===== src/rtl/pencoder_inverse_acc.sv =====
`default_nettype none
// ---------------------------------------------------------------------------
// pencoder_inverse_acc : rebuilds a 32-bit mask from MSB-first index tokens
// Revision 1.0
// ---------------------------------------------------------------------------
module pencoder_inverse_acc #(
  parameter int MASK_W = 32,
  parameter int CNT_W  = 6
) (
  input  logic              clk,
  input  logic              rst_n,
  input  logic              in_val,
  output logic              in_rdy,
  input  logic [4:0]        in_idx,
  input  logic              in_empty,
  input  logic              in_last,
  output logic              out_val,
  input  logic              out_rdy,
  output logic [MASK_W-1:0] out_mask,
  output logic [CNT_W-1:0]  out_cnt,
  output logic              out_dup
);

  typedef enum logic [0:0] {
    ACCUM = 1'b0,
    HOLD  = 1'b1
  } state_t;

  localparam logic [MASK_W-1:0] TOP_BIT = {1'b1, {(MASK_W-1){1'b0}}};
  localparam logic [CNT_W-1:0]  CNT_MAX = {CNT_W{1'b1}};
  localparam logic [CNT_W-1:0]  CNT_ONE = {{(CNT_W-1){1'b0}}, 1'b1};

  state_t            state_q, state_d;
  logic [MASK_W-1:0] mask_q, mask_d;
  logic [CNT_W-1:0]  cnt_q, cnt_d;
  logic              dup_q, dup_d;
  logic              in_rdy_q, in_rdy_d;
  logic              out_val_q, out_val_d;

  logic              accept;
  logic [MASK_W-1:0] tok_bit;

  assign accept  = in_val & in_rdy_q;
  // Index 0 names the MSB, so the token bit walks down from the top.
  assign tok_bit = TOP_BIT >> in_idx;

  always_comb begin
    state_d   = state_q;
    mask_d    = mask_q;
    cnt_d     = cnt_q;
    dup_d     = dup_q;
    in_rdy_d  = in_rdy_q;
    out_val_d = out_val_q;
    case (state_q)
      ACCUM: begin
        if (accept) begin
          if (!in_empty) begin
            mask_d = mask_q | tok_bit;
            if (cnt_q != CNT_MAX) cnt_d = cnt_q + CNT_ONE;
            if ((mask_q & tok_bit) != '0) dup_d = 1'b1;
          end
          if (in_last) begin
            state_d   = HOLD;
            in_rdy_d  = 1'b0;
            out_val_d = 1'b1;
          end
        end
      end
      HOLD: begin
        if (out_rdy) begin
          state_d   = ACCUM;
          mask_d    = '0;
          cnt_d     = '0;
          dup_d     = 1'b0;
          in_rdy_d  = 1'b1;
          out_val_d = 1'b0;
        end
      end
      default: begin
        state_d   = ACCUM;
        in_rdy_d  = 1'b1;
        out_val_d = 1'b0;
      end
    endcase
  end

  always_ff @(posedge clk or negedge rst_n) begin
    if (!rst_n) begin
      state_q   <= ACCUM;
      mask_q    <= '0;
      cnt_q     <= '0;
      dup_q     <= 1'b0;
      in_rdy_q  <= 1'b1;
      out_val_q <= 1'b0;
    end else begin
      state_q   <= state_d;
      mask_q    <= mask_d;
      cnt_q     <= cnt_d;
      dup_q     <= dup_d;
      in_rdy_q  <= in_rdy_d;
      out_val_q <= out_val_d;
    end
  end

  assign in_rdy   = in_rdy_q;
  assign out_val  = out_val_q;
  assign out_mask = mask_q;
  assign out_cnt  = cnt_q;
  assign out_dup  = dup_q;

endmodule
`default_nettype wire


===== config.mk =====
export PLATFORM = sky130hd
export DESIGN_NAME = pencoder_inverse_acc
export DESIGN_NICKNAME = d
export VERILOG_FILES = /design/src/rtl/pencoder_inverse_acc.sv
export SDC_FILE = /design/constraint.sdc
export NUM_CORES = 1
export LEC_CHECK = 0
export CELL_PAD_IN_SITES_DETAIL_PLACEMENT = 0
export CELL_PAD_IN_SITES_GLOBAL_PLACEMENT = 1
export CORE_ASPECT_RATIO = 0.5
export CORE_MARGIN = 2
export CORE_UTILIZATION = 36
export CTS_CLUSTER_DIAMETER = 120
export DETAILED_ROUTE_END_ITERATION = 7
export PLACE_DENSITY_LB_ADDON = 0.1
export SLEW_MARGIN = 20
export SYNTH_ARGS = -nofsm -noshare
export SYNTH_HDL_FRONTEND = slang
export SYNTH_SLANG_ARGS = --single-unit

===== constraint.sdc =====
create_clock -name clk -period 2.15 [get_ports clk]
set_input_delay 0.43 -clock clk [delete_from_list [all_inputs] [get_ports clk]]
set_output_delay 0.43 -clock clk [all_outputs]
set_load 0.01 [all_outputs]

Word level (Yosys, flattened, before mapping):

Index checks and enable logic that the tools add are counted.

* add/sub/neg operators: 1
* equality and inequality tests: 7
* shifts and indexed selects: 1
* muxes and demuxes: 25
* bitwise logic cells: 4
* reductions and logical operators: 5

Operator list (number)
* 32-bit two-way mux: 3
* 32-bit case mux with 2 select lines: 1
* 32-bit bitwise AND: 1
* 32-bit bitwise OR: 1
* 32-bit nonzero test: 1
* 32-bit by 5-bit >> shifter with 32-bit output, first input constant: 1
* 6-bit two-way mux: 4
* 1-bit two-way mux: 12
* 2-bit inequality test, second input constant: 6
* 6-bit case mux with 2 select lines: 1
* 1-bit case mux with 2 select lines: 4
* 4-bit AND reduction: 2
* 6-bit by 1-bit adder with 6-bit output, second input constant: 1
* 6-bit inequality test, second input constant: 1
* 3-bit AND reduction: 2
* 1-bit bitwise AND: 1
* 1-bit NOT: 1

* flip-flop bits (word level): 42
* output and inout bits: 41
* word-level logic and storage cells: 49

Logic depth before layout (Yosys ltp):

Gate-level depths: netlist of the first run.

* depth after elaboration: 7
* depth in mapped cells: 7

Least setup slack after synthesis of the first run:

Ideal clock, no wire load.

* path type: input to register
* from: input in_idx[3]
* to: register dup_q, in the netlist out_dup
* library setup time: 0.133 ns
* data arrival time: 1.437 ns
* data required time: 2.017 ns
* slack: 0.580 ns
* cell stages on the path: 6
* path buffers: 1
* cells stage by stage: buf_2 mux2_2 nand4_1 o311ai_0 a211oi_1 a31oi_1

* word-level cells in the longest chain between the ends: 5

Ends and longest elaborated chain
* start: declaration: line 14 `input logic [4:0] in_idx,`
* 32-bit by 5-bit >> shifter with 32-bit output: line 45 `assign tok_bit = TOP_BIT >> in_idx;`
* 32-bit bitwise AND: line 60 `if ((mask_q & tok_bit) != '0) dup_d = 1'b1;`
* 32-bit nonzero test: line 60
* 2-bit inequality test (no source line)
* 4-bit AND reduction (no source line)
* end signal: assignment: line 99 `dup_q <= dup_d;`
* end: declaration: line 36 `logic dup_q, dup_d;`

No other way between the ends.
A chain may end at the register's enable or synchronous reset.

Worst setup path after layout of the first run:

* from: input in_idx[0]
* to: register dup_q, in the netlist out_dup

The elaborated chain is that of the path after synthesis.

==> flow_summary.yaml, run 1 <==
global_routing:
  via_count_of_the_first_global_routing_pass: 1810
  largest_net_degree_at_the_start_of_global_routing: 43
  grt_util_all_layers_pct: 19.0
  grt_pass1_wl_um: 9540
  grt_remaining_overflow: 0
  grt_antenna_before_repair: 0
place:
  io_buffer_count: 51
  place.detailed.instances: 359
  dp_hpwl_um: 4190
  place_congestion: 0.817
pwr:
  ir_worst_vdd_v: 0.000332
  power.total_uw: 1660
  static-leakage-power_uw: 0.00136
  power_density_mw_per_mm2: 560
setup_path:
  cp-end-kind: "register"
  timing.critical_path.required_ns: 2.36
  critical_path_arrival_ns: 2.15
  critical_path.startpoint_type: "primary input"
  worst-r2r-setup-slack_ns: 0.50
  worstSetupPathType: "primary input to register"
  path_max_fanout: 8
clock_network:
  htreeDepth: 2
  cts.clk_slew.worst_paths_ns: 0.06
  tritoncts_clock_tree: "yes"
  cts-buffers-inserted: 5
  cts_buffer_depth: 2
  postCtsSetupBuffers: 0
  post_cts_hold_buffer_count: 0
  clock_insertion_delay_worst_skew_ns: 0.28
  clock_tree.root_cell: "clkbuf_16"
  clock-sinks: 42
final_layout:
  areaGrowthSynthToFinish_pct: 42.6
  nets: 305
  area.sequential_sq_mm: 0.00105
  final.fill_count: 528
  stdcell_count: 367
  multi_input_comb_area_sq_um: 936
  fraction_of_final_layout_cells_sized_beyond_drive_strength_1_pct: 15.3
  antenna_cells_inserted: 0
job:
  timing.max_cap.violations: 0
timing:
  hold-worst-slack_ns: 0.120
  worst_clock_skew_ns: 0.00571
  final-hold-violation-count: 0
  fin_crit_ns: 1.95
  timing.final.max_slew_violations: 0
  rsz0062_at_grt: "no"
  fmaxAchievable_mhz: 514
  worst_slew_margin_rel_pct: 74.1
  transition_time_of_the_tightest_slew_check_pin_ns: 0.384
  timing.final.setup_violations: 0
  timing.final.crit_share_pct: 90.5
drt:
  first_iter_violations: 84
  post_drt_wl_per_cell_um: 15.6
  drc_errors: 0
  ant_nets: 0
  viasPerCell: 5.25
  vias: 1927
  drt_first_pass_iters: 4
  wirelength_um: 5730
logic_synthesis:
  proportion_of_synthesized_flip_flops_having_asynchronous_set_or_reset_pct: 100
  yosysUniqueCellTypes: 46
  register_bit_total_from_synthesis: 42
  synth-warning-count: 0
  mappedNetlistArea_sq_mm: 0.00208
  syn_avg_cell_area_sq_um: 9.31
  synth_enable_flop_cells: 0
  synth.net_count: 235
  netlist_instances: 223
  synth_ff_type: "dfrtp_1"
  ys_seq_area_share_pct: 50.7
die:
  die_width_um: 111
  design.die.area_sq_mm: 0.00643
  ioPinCount: 52
  die_h_um: 57.7
  floorplan.core_area_sq_mm: 0.00552
  initial_core_util_pct: 37.7
  num_rows: 19
status:
  run_status: "complete, no violations"
worst_hold_path:
  hold_path.class: "primary input to async pin"
worst max-delay path, cell delays in order:
cell	delay, ns
clkdlybuf4s50_1	0.59
buf_4	0.25
nor3b_1	0.18
a31oi_1	0.07
o311ai_0	0.36
a211oi_1	0.14
a31oi_1	0.14
synthesized netlist by cell type, types with 3 or more instances:
library cell | count | area (sq um)
nor2_1 | 46 | 173
dfrtp_1 | 41 | 1030
a21oi_1 | 37 | 185
nand2_1 | 13 | 48.8
buf_2 | 8 | 40.0
a31oi_1 | 6 | 37.5
mux2_2 | 6 | 67.6
inv_1 | 5 | 18.8
nor3_1 | 5 | 25.0
o21ai_0 | 5 | 25.0
clkbuf_1 | 4 | 15.0
nand3_1 | 4 | 20.0
mux2i_1 | 3 | 30.0
flip-flops by register name, indices dropped and copies added (netlist names):
register  cells
out_cnt       6
out_mask     32
out_val       1
state_q       1
in_rdy        1
out_dup       1
final timing paths:
kind                             start           to  cells after the start
max                          in_idx[0]      out_dup                      7
min                              rst_n  out_mask[5]                      2
max reg2reg                     in_rdy  out_mask[0]                      5
min reg2reg                out_mask[5]  out_mask[5]                      2
max in group asynchronous        rst_n       in_rdy                      2
min in group clk           out_mask[5]  out_mask[5]                      2
per-layer routing:
layer | up-vias | routed length, um | global-route usage [%] | share of wire [%]
li1 | 929 | - | - | -
met1 | 919 | 2910 | 29.0 | 51
met2 | 77 | 2320 | 26.7 | 40
met3 | 2 | 489 | 5.33 | 8.5
met4 | 0 | 16 | 4.76 | 0.28
met5 | - | 0 | 0 | 0
cells by family (layout without fill, tap and decap cells):
group / after synthesis / in the layout / share of synthesized area, %
compound gates: 60 / 60 / 17.0
fa+ha+maj: 1 / 1 / 0.602
simple gates: 89 / 89 / 20.8
buf+inv: 19 / 90 / 4.28
mux: 10 / 10 / 5.78
flops: 42 / 42 / 50.7
xor+xnor: 2 / 2 / 0.844
repair_timing:
action	4_1_cts	5_1_grt
gates resized for setup	0	1
hold endpoints to repair	0	0
setup endpoints to repair	0	1
placed cells by master (no fill, tap or decap), types with 5 or more instances in the layout:
master,n
a21oi_1,37
a31oi_1,6
buf_4,25
clkbuf_16,5
clkdlybuf4s50_1,49
dfrtp_1,41
inv_1,5
mux2_2,6
nand2_1,13
nor2_1,46
nor3_1,5
o21ai_0,5
per-stage QoR:
stage	util [%]	cell area (sq um)	setup WS (ns)	setup TNS, ns
global placement	51.0	2810	-0.0505	-0.0505
floorplan	-	2080	0.580	0
detailed placement	51.0	2810	-0.103	-0.103
finish	53.7	2960	0.203	0
CTS	53.7	2960	0.205	0
global route	53.7	2960	0.0360	0
where the power goes:
part	internal, uW	leakage, uW	switching [uW]
Combinational	47.3	0.000705	65.7
Sequential	791	0.000578	0
Clock	460	0.0000739	296
cell type report:
cell class | count | share of cell area, %
tap | 73 | 3.08
timing repair buffer | 77 | 24.2
sequential | 42 | 35.5
clock inverter | 1 | 0.169
multi-input combinational | 162 | 31.6
inverter | 5 | 0.634
clock buffer | 7 | 4.82
(Power assumes the default switching activity.)
==> run 2, diff against run 1 <==
--- a/config.mk
+++ b/config.mk
@@ -7,7 +7,7 @@
 export LEC_CHECK = 0
 export CELL_PAD_IN_SITES_DETAIL_PLACEMENT = 0
 export CELL_PAD_IN_SITES_GLOBAL_PLACEMENT = 1
-export CORE_ASPECT_RATIO = 0.5
+export CORE_ASPECT_RATIO = 0.9
 export CORE_MARGIN = 2
 export CORE_UTILIZATION = 36
 export CTS_CLUSTER_DIAMETER = 120
==> run 2 against run 1 <==
Net effect: fmax fell by 1.7%; sequential share of layout area rose by 0.44 points; cell area fell by 1.2%; sequential power barely moved; die area fell by 0.56%; final cell count fell by 0.54%; critical path depth did not move; register-to-register slack got worse by 0.15 ns; worst hold slack got worse by 0.030 ns; critical path type unchanged; largest power group unchanged.
==> flow_summary.yaml, run 2 (synthesis gave the netlist of run 1 again) <==
setup_path:
  crit_path_from: "in_idx[2]"
  critical-path-top-delay-family: "buffers and inverters"
  r2r_start: "in_rdy"
  path_max_fanout: 16
  critPathBufInv: 2
  worstSetupPathType: "primary input to register"
  timing.critical_path.cells: "clkdlybuf4s50_1 > buf_4 > and3b_1 > o21ai_0 > o311ai_0 > a211oi_1 > a31oi_1"
  worst-r2r-setup-slack_ns: 0.35
  critical-path-slowest-cell: "clkdlybuf4s50_1"
  rr_worst_depth: 6
  cp_num_cells: 7
  setup.worst_path.end: "out_dup"
  critical_path.startpoint_type: "primary input"
  crit_path_max_cell_delay_ns: 0.56
  cp-end-kind: "register"
  worst_r2r_endpoint: "out_mask[15]"
  critical_path_arrival_ns: 2.15
  timing.critical_path.required_ns: 2.32
timing:
  transition_time_of_the_tightest_slew_check_pin_ns: 0.491
  timing.final.setup_violations: 0
  timing.final.crit_share_pct: 92.1
  worst_slew_margin_rel_pct: 67.3
  timing.final.max_slew_violations: 0
  fin_crit_ns: 1.98
  fin_ws_ns: 0.169
  fmaxAchievable_mhz: 505
  final-hold-violation-count: 0
  rsz0062_at_grt: "no"
  worst_clock_skew_ns: 0.00500
clock_network:
  clock-sinks: 42
  cts-buffers-inserted: 5
  postCtsSetupBuffers: 0
  clock_tree.root_cell: "clkbuf_8"
  clock_insertion_delay_worst_skew_ns: 0.29
  cts_buffer_depth: 2
  htreeDepth: 2
  tritoncts_clock_tree: "yes"
  postCtsResizedCells: 0
  cts.clk_slew.worst_paths_ns: 0.08
  post_cts_hold_buffer_count: 0
global_routing:
  grt_remaining_overflow: 0
  via_count_of_the_first_global_routing_pass: 1869
  grt_antenna_before_repair: 0
  grt_util_all_layers_pct: 18.4
  largest_net_degree_at_the_start_of_global_routing: 38
  grt_pass1_wl_um: 9460
final_layout:
  areaGrowthSynthToFinish_pct: 40.8
  final.fill_count: 554
  fraction_of_final_layout_cells_sized_beyond_drive_strength_1_pct: 15.9
  antenna_cells_inserted: 0
  mostFrequentLayoutCells: "clkdlybuf4s50_1 (50), nor2_1 (46), dfrtp_1 (41)"
  final_core_utilization_pct: 52.0
  largest_register_ffs: 32
  multi_input_comb_area_sq_um: 936
  finish.instance_area_sq_mm: 0.00293
  most_common_cell_after_layout_fill_and_taps_aside: "clkdlybuf4s50_1"
  nets: 306
  area.sequential_sq_mm: 0.00105
die:
  num_rows: 26
  initial_core_util_pct: 36.9
  die_width_um: 84.1
  die_h_um: 76.1
  floorplan.core_area_sq_mm: 0.00563
  ioPinCount: 52
  design.die.area_sq_mm: 0.00639
pwr:
  static-leakage-power_uw: 0.00134
  power.total_uw: 1490
  ir_worst_vdd_v: 0.000305
  power_density_mw_per_mm2: 511
place:
  detailed_place.area_sq_mm: 0.00282
  dp_hpwl_um: 4190
  place_congestion: 0.814
  detailedPlace.worstSlack_ns: -0.0905
  io_buffer_count: 51
job:
  timing.max_cap.violations: 0
drt:
  post_drt_wl_per_cell_um: 15.3
  vias: 1884
  drc_errors: 0
  viasPerCell: 5.16
  wirelength_um: 5580
  ant_nets: 0
  first_iter_violations: 128
  drt_first_pass_iters: 4
worst_hold_path:
  hold_path.class: "primary input to async pin"
status:
  run_status: "complete, no violations"
==> run 2: worst min path at each step <==
stage               slack, ns           end  cells past startpoint
finish                   0.09   out_mask[9]                      1
detailed placement       0.42  out_mask[14]                      1
global route             0.12  out_mask[14]                      1
global placement         0.42  out_mask[14]                      1
CTS                      0.10   out_mask[9]                      1
floorplan                0.13    out_cnt[0]                      0
==> run 2: power breakdown <==
part           switching, uW  internal [uW]  leakage [uW]
logic                   63.5           45.0      0.000704
registers                  0            789      0.000578
clock network            273            324     0.0000575
==> run 2: metal layers <==
| layer | vias up | track usage (%) | wire, um | part of all wire, % |
|---|---|---|---|---|
| met4 | 0 | 5.32 | 64 | 1.1 |
| met2 | 44 | 25.4 | 2330 | 42 |
| met1 | 909 | 28.9 | 2930 | 52 |
| li1 | 924 | - | - | - |
| met5 | - | 0 | 0 | 0 |
| met3 | 7 | 3.90 | 254 | 4.6 |
==> run 2: area by class of cell <==
cell class	count	share of cell area (%)
Inverter	5	0.642
Tap cell	70	2.99
Sequential cell	42	36.0
Timing Repair Buffer	78	24.6
Clock buffer	8	3.76
Multi-Input combinational cell	162	32.0
==> run 2: worst reg2reg max path, cell delays in order, from the launching register on <==
cell,delay [ns]
dfstp_2,0.56
and4bb_1,0.35
nand2_1,0.15
nor3_1,0.33
buf_4,0.19
a21oi_1,0.06
nor2_1,0.09
==> run 2: stage by stage <==
stage | hold WS, ns | cells | TNS (ns)
3_5_place_dp | 0.422 | 357 | -0.0905
5_1_grt | 0.117 | 365 | 0
3_3_place_gp | 0.422 | 357 | -0.192
6_report | 0.0897 | 365 | 0
4_1_cts | 0.100 | 365 | 0
2_1_floorplan | 0.134 | 223 | 0
